**src/rtl/cfd_prog_pkg.sv**
```systemverilog
// Shared definitions for the CFD serial programming block.
//   state_e         : programming FSM states (IDLE/SHIFT/STROBE/GAP)
//   DEF_*           : default parameter values used by cfd_serial_prog
//   calc_framebits  : width of one serial frame (MODE + ADDR + DATA)
package cfd_prog_pkg;

  localparam int DEF_ADDRBITS = 4;
  localparam int DEF_DATABITS = 6;
  localparam int DEF_MODEBITS = 4;
  localparam int DEF_CHANNELS = 16;
  localparam int DEF_CLKDIV   = 4;

  typedef enum logic [1:0] {
    ST_IDLE   = 2'd0,
    ST_SHIFT  = 2'd1,
    ST_STROBE = 2'd2,
    ST_GAP    = 2'd3
  } state_e;

  function automatic int calc_framebits(input int modebits, input int addrbits,
                                        input int databits);
    return modebits + addrbits + databits;
  endfunction

endpackage

```
**src/rtl/cfd_sclk_gen.sv**
```systemverilog
// Serial clock divider for cfd_serial_prog.
// Counts CLKDIV system clocks per SI_CLK half-period and produces:
//   clk_i    : system clock
//   rst_ni   : synchronous active-low reset
//   clear_i  : restart the divider (held while the FSM is idle)
//   toggle_i : let the serial clock toggle at the next half-period boundary;
//              when low the serial clock is forced low at that boundary
//   tick_o   : high in the last system cycle of each half-period
//   sclk_o   : registered serial clock level
module cfd_sclk_gen #(
  parameter int CLKDIV = 4
) (
  input  logic clk_i,
  input  logic rst_ni,
  input  logic clear_i,
  input  logic toggle_i,
  output logic tick_o,
  output logic sclk_o
);

  localparam int DW = (CLKDIV > 1) ? $clog2(CLKDIV) : 1;

  logic [DW-1:0] div_q;
  logic          sclk_q;

  assign tick_o = (div_q == DW'(CLKDIV - 1));
  assign sclk_o = sclk_q;

  always_ff @(posedge clk_i) begin
    if (!rst_ni || clear_i) begin
      div_q  <= '0;
      sclk_q <= 1'b0;
    end else if (tick_o) begin
      div_q  <= '0;
      // Outside bit phases the clock always lands low, so STROBE/GAP and the
      // first half of every new bit see SI_CLK=0.
      sclk_q <= toggle_i & ~sclk_q;
    end else begin
      div_q  <= div_q + DW'(1);
    end
  end

endmodule

```
**src/rtl/cfd_serial_prog.sv**
```systemverilog
// Serial programming engine for a CFD chip's per-channel mode/threshold
// registers. A request is shifted out MSB first as {MODE, ADDR, DATA} on
// SI/SI_CLK, latched with STB, followed by an idle GAP. Broadcast repeats the
// frame for every channel address; readback shifts SO in on SO_CLK.
//
// Handshake: REQ_VALID/REQ_READY is a strict valid/ready pair. A request is
// taken on the rising edge where both are high; REQ_READY is high only in
// IDLE, and REQ_VALID seen while busy is ignored (never queued).
//
// Ports:
//   CLK, RST_N               clock, synchronous active-low reset
//   REQ_VALID/REQ_READY      request handshake
//   REQ_BCAST, REQ_RDBK      broadcast to all channels / capture readback
//   REQ_MODE/ADDR/DATA       frame fields
//   SI, SI_CLK, STB          serial data, serial clock, load strobe
//   SO, SO_CLK               readback data in, readback clock out
//   RD_DATA, RD_VALID        last readback word, one-cycle update pulse
//   BUSY                     high whenever the FSM is not idle
//   DBG_STATE                current FSM state (cfd_prog_pkg::state_e)
module cfd_serial_prog
  import cfd_prog_pkg::*;
#(
  parameter int ADDRBITS = DEF_ADDRBITS,
  parameter int DATABITS = DEF_DATABITS,
  parameter int MODEBITS = DEF_MODEBITS,
  parameter int CHANNELS = DEF_CHANNELS,
  parameter int CLKDIV   = DEF_CLKDIV
) (
  input  logic                                   CLK,
  input  logic                                   RST_N,
  input  logic                                   REQ_VALID,
  output logic                                   REQ_READY,
  input  logic                                   REQ_BCAST,
  input  logic                                   REQ_RDBK,
  input  logic [MODEBITS-1:0]                    REQ_MODE,
  input  logic [ADDRBITS-1:0]                    REQ_ADDR,
  input  logic [DATABITS-1:0]                    REQ_DATA,
  output logic                                   SI,
  output logic                                   SI_CLK,
  output logic                                   STB,
  input  logic                                   SO,
  output logic                                   SO_CLK,
  output logic [MODEBITS+ADDRBITS+DATABITS-1:0]  RD_DATA,
  output logic                                   RD_VALID,
  output logic                                   BUSY,
  output logic [1:0]                             DBG_STATE
);

  localparam int FRAMEBITS = calc_framebits(MODEBITS, ADDRBITS, DATABITS);
  localparam int BW = (FRAMEBITS > 1) ? $clog2(FRAMEBITS) : 1;
  localparam int CW = (CHANNELS > 1) ? $clog2(CHANNELS) : 1;

  state_e                 state_q;
  logic [FRAMEBITS-1:0]   shreg_q;
  logic [FRAMEBITS-1:0]   cap_q;
  logic [FRAMEBITS-1:0]   rd_data_q;
  logic [BW-1:0]          bit_cnt_q;
  logic [CW-1:0]          chan_cnt_q;
  logic [CW-1:0]          chan_nxt;
  logic [MODEBITS-1:0]    mode_q;
  logic [DATABITS-1:0]    data_q;
  logic                   bcast_q;
  logic                   rdbk_q;
  logic                   stb_q;
  logic                   rd_valid_q;

  logic                   tick;
  logic                   sclk;

  function automatic logic [FRAMEBITS-1:0] build_frame(
    input logic [MODEBITS-1:0] m,
    input logic [ADDRBITS-1:0] a,
    input logic [DATABITS-1:0] d
  );
    return {m, a, d};
  endfunction

  cfd_sclk_gen #(
    .CLKDIV (CLKDIV)
  ) u_sclk_gen (
    .clk_i    (CLK),
    .rst_ni   (RST_N),
    .clear_i  (state_q == ST_IDLE),
    .toggle_i (state_q == ST_SHIFT),
    .tick_o   (tick),
    .sclk_o   (sclk)
  );

  assign chan_nxt = chan_cnt_q + CW'(1);

  always_ff @(posedge CLK) begin
    if (!RST_N) begin
      state_q    <= ST_IDLE;
      shreg_q    <= '0;
      cap_q      <= '0;
      rd_data_q  <= '0;
      bit_cnt_q  <= '0;
      chan_cnt_q <= '0;
      mode_q     <= '0;
      data_q     <= '0;
      bcast_q    <= 1'b0;
      rdbk_q     <= 1'b0;
      stb_q      <= 1'b0;
      rd_valid_q <= 1'b0;
    end else begin
      rd_valid_q <= 1'b0;
      case (state_q)
        ST_IDLE: begin
          if (REQ_VALID) begin
            bcast_q    <= REQ_BCAST;
            rdbk_q     <= REQ_RDBK;
            mode_q     <= REQ_MODE;
            data_q     <= REQ_DATA;
            bit_cnt_q  <= '0;
            chan_cnt_q <= '0;
            cap_q      <= '0;
            // Broadcast always starts at channel 0; REQ_ADDR is don't-care.
            shreg_q    <= build_frame(REQ_MODE, REQ_BCAST ? '0 : REQ_ADDR, REQ_DATA);
            state_q    <= ST_SHIFT;
          end
        end
        ST_SHIFT: begin
          // End of a bit: last cycle of the SI_CLK high half.
          if (tick && sclk) begin
            shreg_q <= {shreg_q[FRAMEBITS-2:0], 1'b0};
            if (rdbk_q) cap_q <= {cap_q[FRAMEBITS-2:0], SO};
            if (bit_cnt_q == BW'(FRAMEBITS - 1)) begin
              bit_cnt_q <= '0;
              stb_q     <= 1'b1;
              state_q   <= ST_STROBE;
            end else begin
              bit_cnt_q <= bit_cnt_q + BW'(1);
            end
          end
        end
        ST_STROBE: begin
          if (tick) begin
            stb_q   <= 1'b0;
            state_q <= ST_GAP;
            if (rdbk_q) begin
              rd_data_q  <= cap_q;
              rd_valid_q <= 1'b1;
            end
          end
        end
        ST_GAP: begin
          if (tick) begin
            if (bcast_q && (chan_cnt_q != CW'(CHANNELS - 1))) begin
              chan_cnt_q <= chan_nxt;
              cap_q      <= '0;
              shreg_q    <= build_frame(mode_q, ADDRBITS'(chan_nxt), data_q);
              state_q    <= ST_SHIFT;
            end else begin
              chan_cnt_q <= '0;
              state_q    <= ST_IDLE;
            end
          end
        end
        default: state_q <= ST_IDLE;
      endcase
    end
  end

  // The shift register empties to zero by the end of each frame, so its MSB
  // is also the idle-low SI level.
  assign SI        = shreg_q[FRAMEBITS-1];
  assign SI_CLK    = sclk;
  assign SO_CLK    = sclk & rdbk_q;
  assign STB       = stb_q;
  assign RD_DATA   = rd_data_q;
  assign RD_VALID  = rd_valid_q;
  assign REQ_READY = (state_q == ST_IDLE);
  assign BUSY      = (state_q != ST_IDLE);
  assign DBG_STATE = state_q;

endmodule

```
**config.mk**
```make
export PLATFORM = sky130hd
export DESIGN_NAME = cfd_serial_prog
export DESIGN_NICKNAME = d
export VERILOG_FILES = /design/src/rtl/cfd_prog_pkg.sv /design/src/rtl/cfd_sclk_gen.sv /design/src/rtl/cfd_serial_prog.sv
export SDC_FILE = /design/constraint.sdc
export NUM_CORES = 1
export LEC_CHECK = 0
export BUFFER_PORTS_ARGS = -buffer_cell sky130_fd_sc_hd__buf_4
export CAP_MARGIN = 10
export CORE_MARGIN = 1.5
export CORE_UTILIZATION = 40
export CTS_CLUSTER_DIAMETER = 150
export CTS_CLUSTER_SIZE = 40
export DETAILED_ROUTE_END_ITERATION = 7
export PLACE_DENSITY = 0.57
export SETUP_SLACK_MARGIN = 0.15
export SLEW_MARGIN = 20
export SYNTH_ARGS = -nofsm -noshare
export SYNTH_HDL_FRONTEND = slang
export SYNTH_HIERARCHICAL = 1
export SYNTH_SLANG_ARGS = --single-unit
```
**constraint.sdc**
```tcl
create_clock -name CLK -period 2.35 [get_ports CLK]
set_clock_uncertainty 0.1 [all_clocks]
set_input_delay 0.235 -clock CLK [delete_from_list [all_inputs] [get_ports CLK]]
set_output_delay 0.235 -clock CLK [all_outputs]
set_load 0.02 [all_outputs]
```
======== After elaboration in Yosys (flattened, before gate mapping) ========
Index checks and enable logic that the tools add are counted.
word-level totals
  bits in registers ....................... 69
  output and inout bits ................... 23
  logic and storage cells ................. 84
cells by class
  $add $sub $neg .......................... 3
  equality and inequality tests ........... 13
  mux-type cells .......................... 31
  bitwise logic cells ..................... 3
  reduce and logical (&&, ||, !) cells .... 20
operator list
  cell                 number
  $mux 14              9
  $pmux 14 s3          2
  $mux 4               6
  $pmux 4 s2           2
  $ne 2x2->1 const B   7
  $reduce_and 3->1     4
  $mux 2               5
  $reduce_and 5->1     2
  $add 4x1->4 const B  2
  $pmux 2 s4           1
  $reduce_bool 2->1    4
  $eq 2x2->1 const B   3
  $reduce_and 6->1     1
  $mux 1               5
  $eq 4x4->1 const B   1
  $ne 4x4->1 const B   1
  $reduce_and 4->1     1
  $reduce_bool 3->1    1
  $add 2x1->2 const B  1
  $and 1x1->1          2
  $eq 2x1->1 const B   1
  $logic_and 1x1->1    2
  $logic_not 2->1      1
  $pmux 1 s2           1
  5 further kinds      5

======== Logic depth before layout (Yosys ltp) ========
  depth in word-level cells ............... 5
  mapped depth ............................ 9
  mapped depth without buffers ............ 6

======== Hierarchy ========
The synthesis kept the hierarchy.
by module, submodules not included
  module           times used  cells an instance  area an instance (µm²)
  cfd_serial_prog  1           350                3103.0
  cfd_sclk_gen     1           11                 135.1

======== Worst setup path before layout ========
Ideal clock, no wire load.
  kind .................................... reg-to-reg
  from .................................... register state_q[0], in the netlist DBG_STATE[0]
  to ...................................... register shreg_q[0]
  arrival time ............................ 1.965 ns
  data required time ...................... 2.108 ns
  slack ................................... 0.143 ns
  stages on the path, launching flop included .. 9
  cell sequence ........................... dfxtp_1 -> inv_1 -> ha_1 -> and2b_4 -> a211oi_4 -> and2_4 -> buf_6 -> buf_6 -> a211oi_2
between the ends
  longest elaborated chain between the ends .. 3
  elaborated cells on any way between the ends .. 10
ends and longest elaborated chain
  what                                                              RTL line                source
  start, declared                                                   cfd_serial_prog.sv:53   state_e state_q;
  start signal, assigned                                            cfd_serial_prog.sv:93   state_q <= ST_IDLE;
  start signal, assigned                                            cfd_serial_prog.sv:119  state_q <= ST_SHIFT;
  start signal, assigned                                            cfd_serial_prog.sv:130  state_q <= ST_STROBE;
  $logic_not 2->1 *                                                 --
  named net REQ_READY                                               cfd_serial_prog.sv:32   output logic REQ_READY,
  $ne 2x2->1 (no source line) or $reduce_bool 3->1 (tied branches)  --
  $reduce_and 5->1 (no source line)                                 --
  end signal, assigned                                              cfd_serial_prog.sv:118  shreg_q <= build_frame(REQ_MODE, REQ_BCAST ? '0 : REQ_ADDR, REQ_DATA);
  end signal, assigned                                              cfd_serial_prog.sv:125  shreg_q <= {shreg_q[FRAMEBITS-2:0], 1'b0};
  end signal, assigned                                              cfd_serial_prog.sv:151  shreg_q <= build_frame(mode_q, ADDRBITS'(chan_nxt), data_q);
  end, declared                                                     cfd_serial_prog.sv:54   logic [FRAMEBITS-1:0] shreg_q;
The timed path passes the listed nets; every way through them passes the cells marked *.
A chain may end at the register's enable or synchronous reset.

======== Worst setup path in the final report ========
  from .................................... register state_q[1], in the netlist DBG_STATE[1]
  to ...................................... register state_q[0], in the netlist DBG_STATE[0]
between the ends
  longest elaborated chain between the ends .. 3
  elaborated cells on any way between the ends .. 11
ends and longest elaborated chain
  what                                RTL line                source
  $eq 2x1->1 (tied with other cells)  cfd_serial_prog.sv:107  case (state_q)
  $ne 2x2->1 (no source line)         --
  $reduce_and 5->1 (no source line)   --
Several ways; a longest one is shown, not always the timed one.

==> impl_metrics.tcl <==
set metrics [dict create \
    synth_cells 361 \
    core_region_area_sq_mm 0.00777 \
    setup_ws_ps 329 \
    async_flop_share_pct 0 \
    slew_headroom_pct 60.2 \
    grt-ovfl-total 0 \
    status "finished clean" \
    drv_cap 0 \
    synth.distinct_cells 50 \
    yosysSeqAreaShare_pct 42.7 \
    area_delta_synth_final_pct 20.0 \
    cts_tree "done" \
    dieArea_sq_mm 0.00864 \
    syn-num-nets 391 \
    rrSetupSlack_ps 330 \
    min-delay-start "REQ_DATA[3]" \
    hp-class "in2reg" \
    final_cell_mix "73 x nand2_1, 68 x dfxtp_1, 53 x a21oi_1, 48 x buf_4, 18 x nand3_1" \
    worstSetupPathType "reg2reg" \
    diodes 0 \
    grt_pass1_vias 2627 \
    synthFlopType "dfxtp_1" \
    tns_ps 0 \
    htree_levels 3 \
    start_kind "register" \
    synth_area_per_cell_sq_um 8.97 \
    finalMaxSlewViolations 0 \
    clkTransAtPathRegs_ps 80 \
    min_to "data_q[3]" \
    ios 43 \
    hold_viol_final 0 \
    route.detailed.drc 0 \
    path_max_fanout 35 \
    cts_hold_buf 0 \
    final_common_cell "nand2_1" \
    setup.worst_path.end_class "register" \
    first_pass_iters 5 \
    max_stage_delay_ps 410 \
    critPathSlowestCell "a221oi_2" \
    fillers 771 \
    peakVddDrop_mv 0.664 \
    syn_area_sq_mm 0.00324 \
    stdcell_area_sq_mm 0.00388 \
    crit_chain "inv_1, ha_1, buf_12, a221oi_2, a31oi_1, a311oi_1" \
    routed_wl_mm 7.32 \
    grt_pass1_wl_mm 12.5 \
    clkSinkCount 69 \
    synth_edf_count 0 \
    reg2regPathDepth 6 \
    grt_antenna_before_repair 0 \
    place_area_sq_mm 0.00360 \
    fin_crit_sh_pct 86.0 \
    nNetsFinal 425 \
    finalPower_mw 4.53 \
    crit_required_ps 2490 \
    r2r_end "DBG_STATE[0]" \
    drive_above_1_share_pct 23.8 \
    p_per_area_mw_per_mm2 1170 \
    root_buffer "clkbuf_8" \
    die_x_um 93.0 \
    preCtsSetupSlack_ps 217 \
    p_leak_nw 1.51 \
    r2r-start "DBG_STATE[1]" \
    drt_iter0_drc 126 \
    arrival_ps 2160 \
    clk_path_buf_depth 2 \
    dp_hpwl_mm 4.77 \
    vias 2666 \
    setup_viol 0 \
    synth_seq_cells 69 \
    gp_congestion 0.755 \
    fp.dieH_um 93.0 \
    yosys_warnings 6 \
    post_drt_via_cell_ratio 5.31 \
    grt_setup_unrepaired "no" \
    ant_nets 0 \
    rows 32 \
    tightest_slew_ps 597 \
    min_path_cells 3 \
    io_buffers 42 \
    max_freq_mhz 495 \
    initial_utilization_pct 41.7 \
    wl_per_cell_um 14.6 \
    min_period_ps 2020 \
    numCtsBuffers 9 \
    grtUsageTotal_pct 18.3 \
    grt_max_degree 48 \
    clk_latency_ps 340 \
]
cells by family (layout without fill, tap and decap cells):
family | after synthesis | count (layout) | share of synthesized area (%)
AOI/OAI and AO/OA | 101 | 101 | 23.8
xor gates and xnor gates | 1 | 1 | 0.271
adders and majority gates | 10 | 10 | 3.86
buffers and inverters | 35 | 74 | 5.45
DFF | 69 | 69 | 42.7
muxes | 14 | 14 | 4.33
and+or+nand+nor | 131 | 131 | 19.6
synth_stat cells (3+ instances only):
cell type / count / area, sq um
a211oi_2: 11 / 138
nand3b_1: 3 / 22.5
a211oi_1: 5 / 37.5
nor2_1: 6 / 22.5
and2_1: 4 / 25.0
buf_6: 4 / 45.0
nand2_1: 73 / 274
inv_1: 8 / 30.0
a222oi_1: 4 / 40.0
a22o_1: 9 / 78.8
ha_1: 10 / 125
dfxtp_1: 69 / 1380
a21oi_1: 53 / 265
clkbuf_1: 14 / 52.6
buf_2: 6 / 30.0
nor3_1: 3 / 15.0
o21a_1: 4 / 30.0
nand3_1: 18 / 90.1
nor2b_1: 5 / 31.3
mux2i_1: 14 / 140
area by class of cell:
type                    instances  area (sq um)  area share [%]
inverters                       9          33.8           0.870
repair buffers                 49           380            9.79
clock inverters                 7           145            3.74
well taps                     102           128            3.29
multi-input cells             257          1690            43.5
flip-flops and latches         69          1380            35.6
clock buffers                   9           124            3.19
through the flow:
| step | util, % | std cells | hold WS, ps |
|---|---|---|---|
| finish | 50.0 | 502 | 40.7 |
| global placement | 46.3 | 485 | 344 |
| detailed placement | 46.3 | 485 | 350 |
| CTS | 49.8 | 501 | 29.0 |
| global route | 50.0 | 502 | 27.8 |
| floorplan | - | 361 | 271 |
flip-flops by register name, summed over array words and instances (netlist names), 2 cells and up:
name              flops
chan_cnt_q            4
DBG_STATE             2
shreg_q              14
mode_q                4
RD_DATA              14
u_sclk_gen/div_q      2
bit_cnt_q             4
data_q                6
cap_q                14
power by group:
part / internal [mW] / total [mW] / switching [mW] / leakage, nW
combinational: 0.738 / 1.78 / 1.04 / 0.822
clock: 0.818 / 1.30 / 0.482 / 0.130
sequential: 1.34 / 1.45 / 0.112 / 0.562
what timing repair did:
action,CTS,global route
endpoints found under the setup margin,0,29
hold endpoints to repair,0,0
resized for setup,0,2
buffers inserted,0,1
how the worst max path moves through the flow:
stage,start,to
6_report,DBG_STATE[1],DBG_STATE[0]
5_1_grt,DBG_STATE[1],shreg_q[13]
4_1_cts,DBG_STATE[1],shreg_q[13]
3_5_place_dp,DBG_STATE[0],shreg_q[6]
3_3_place_gp,DBG_STATE[0],shreg_q[5]
2_1_floorplan,DBG_STATE[1],shreg_q[0]
per-layer routing:
layer  up-vias  track usage (%)  part of all wire, %
met1      1253             25.0                   51
met5         -                0                    0
met3        16             3.90                  3.9
met2        53             27.3                   43
li1       1344                -                    -
met4         0             9.09                  2.4
worst max-delay path, delay by kind of cell, from the launching register on:
kind,cells,cell delay (ps)
compound gates,3,820
fa+ha+maj,1,290
buf+inv,2,330
flops,1,390
(Power assumes the default switching activity.)
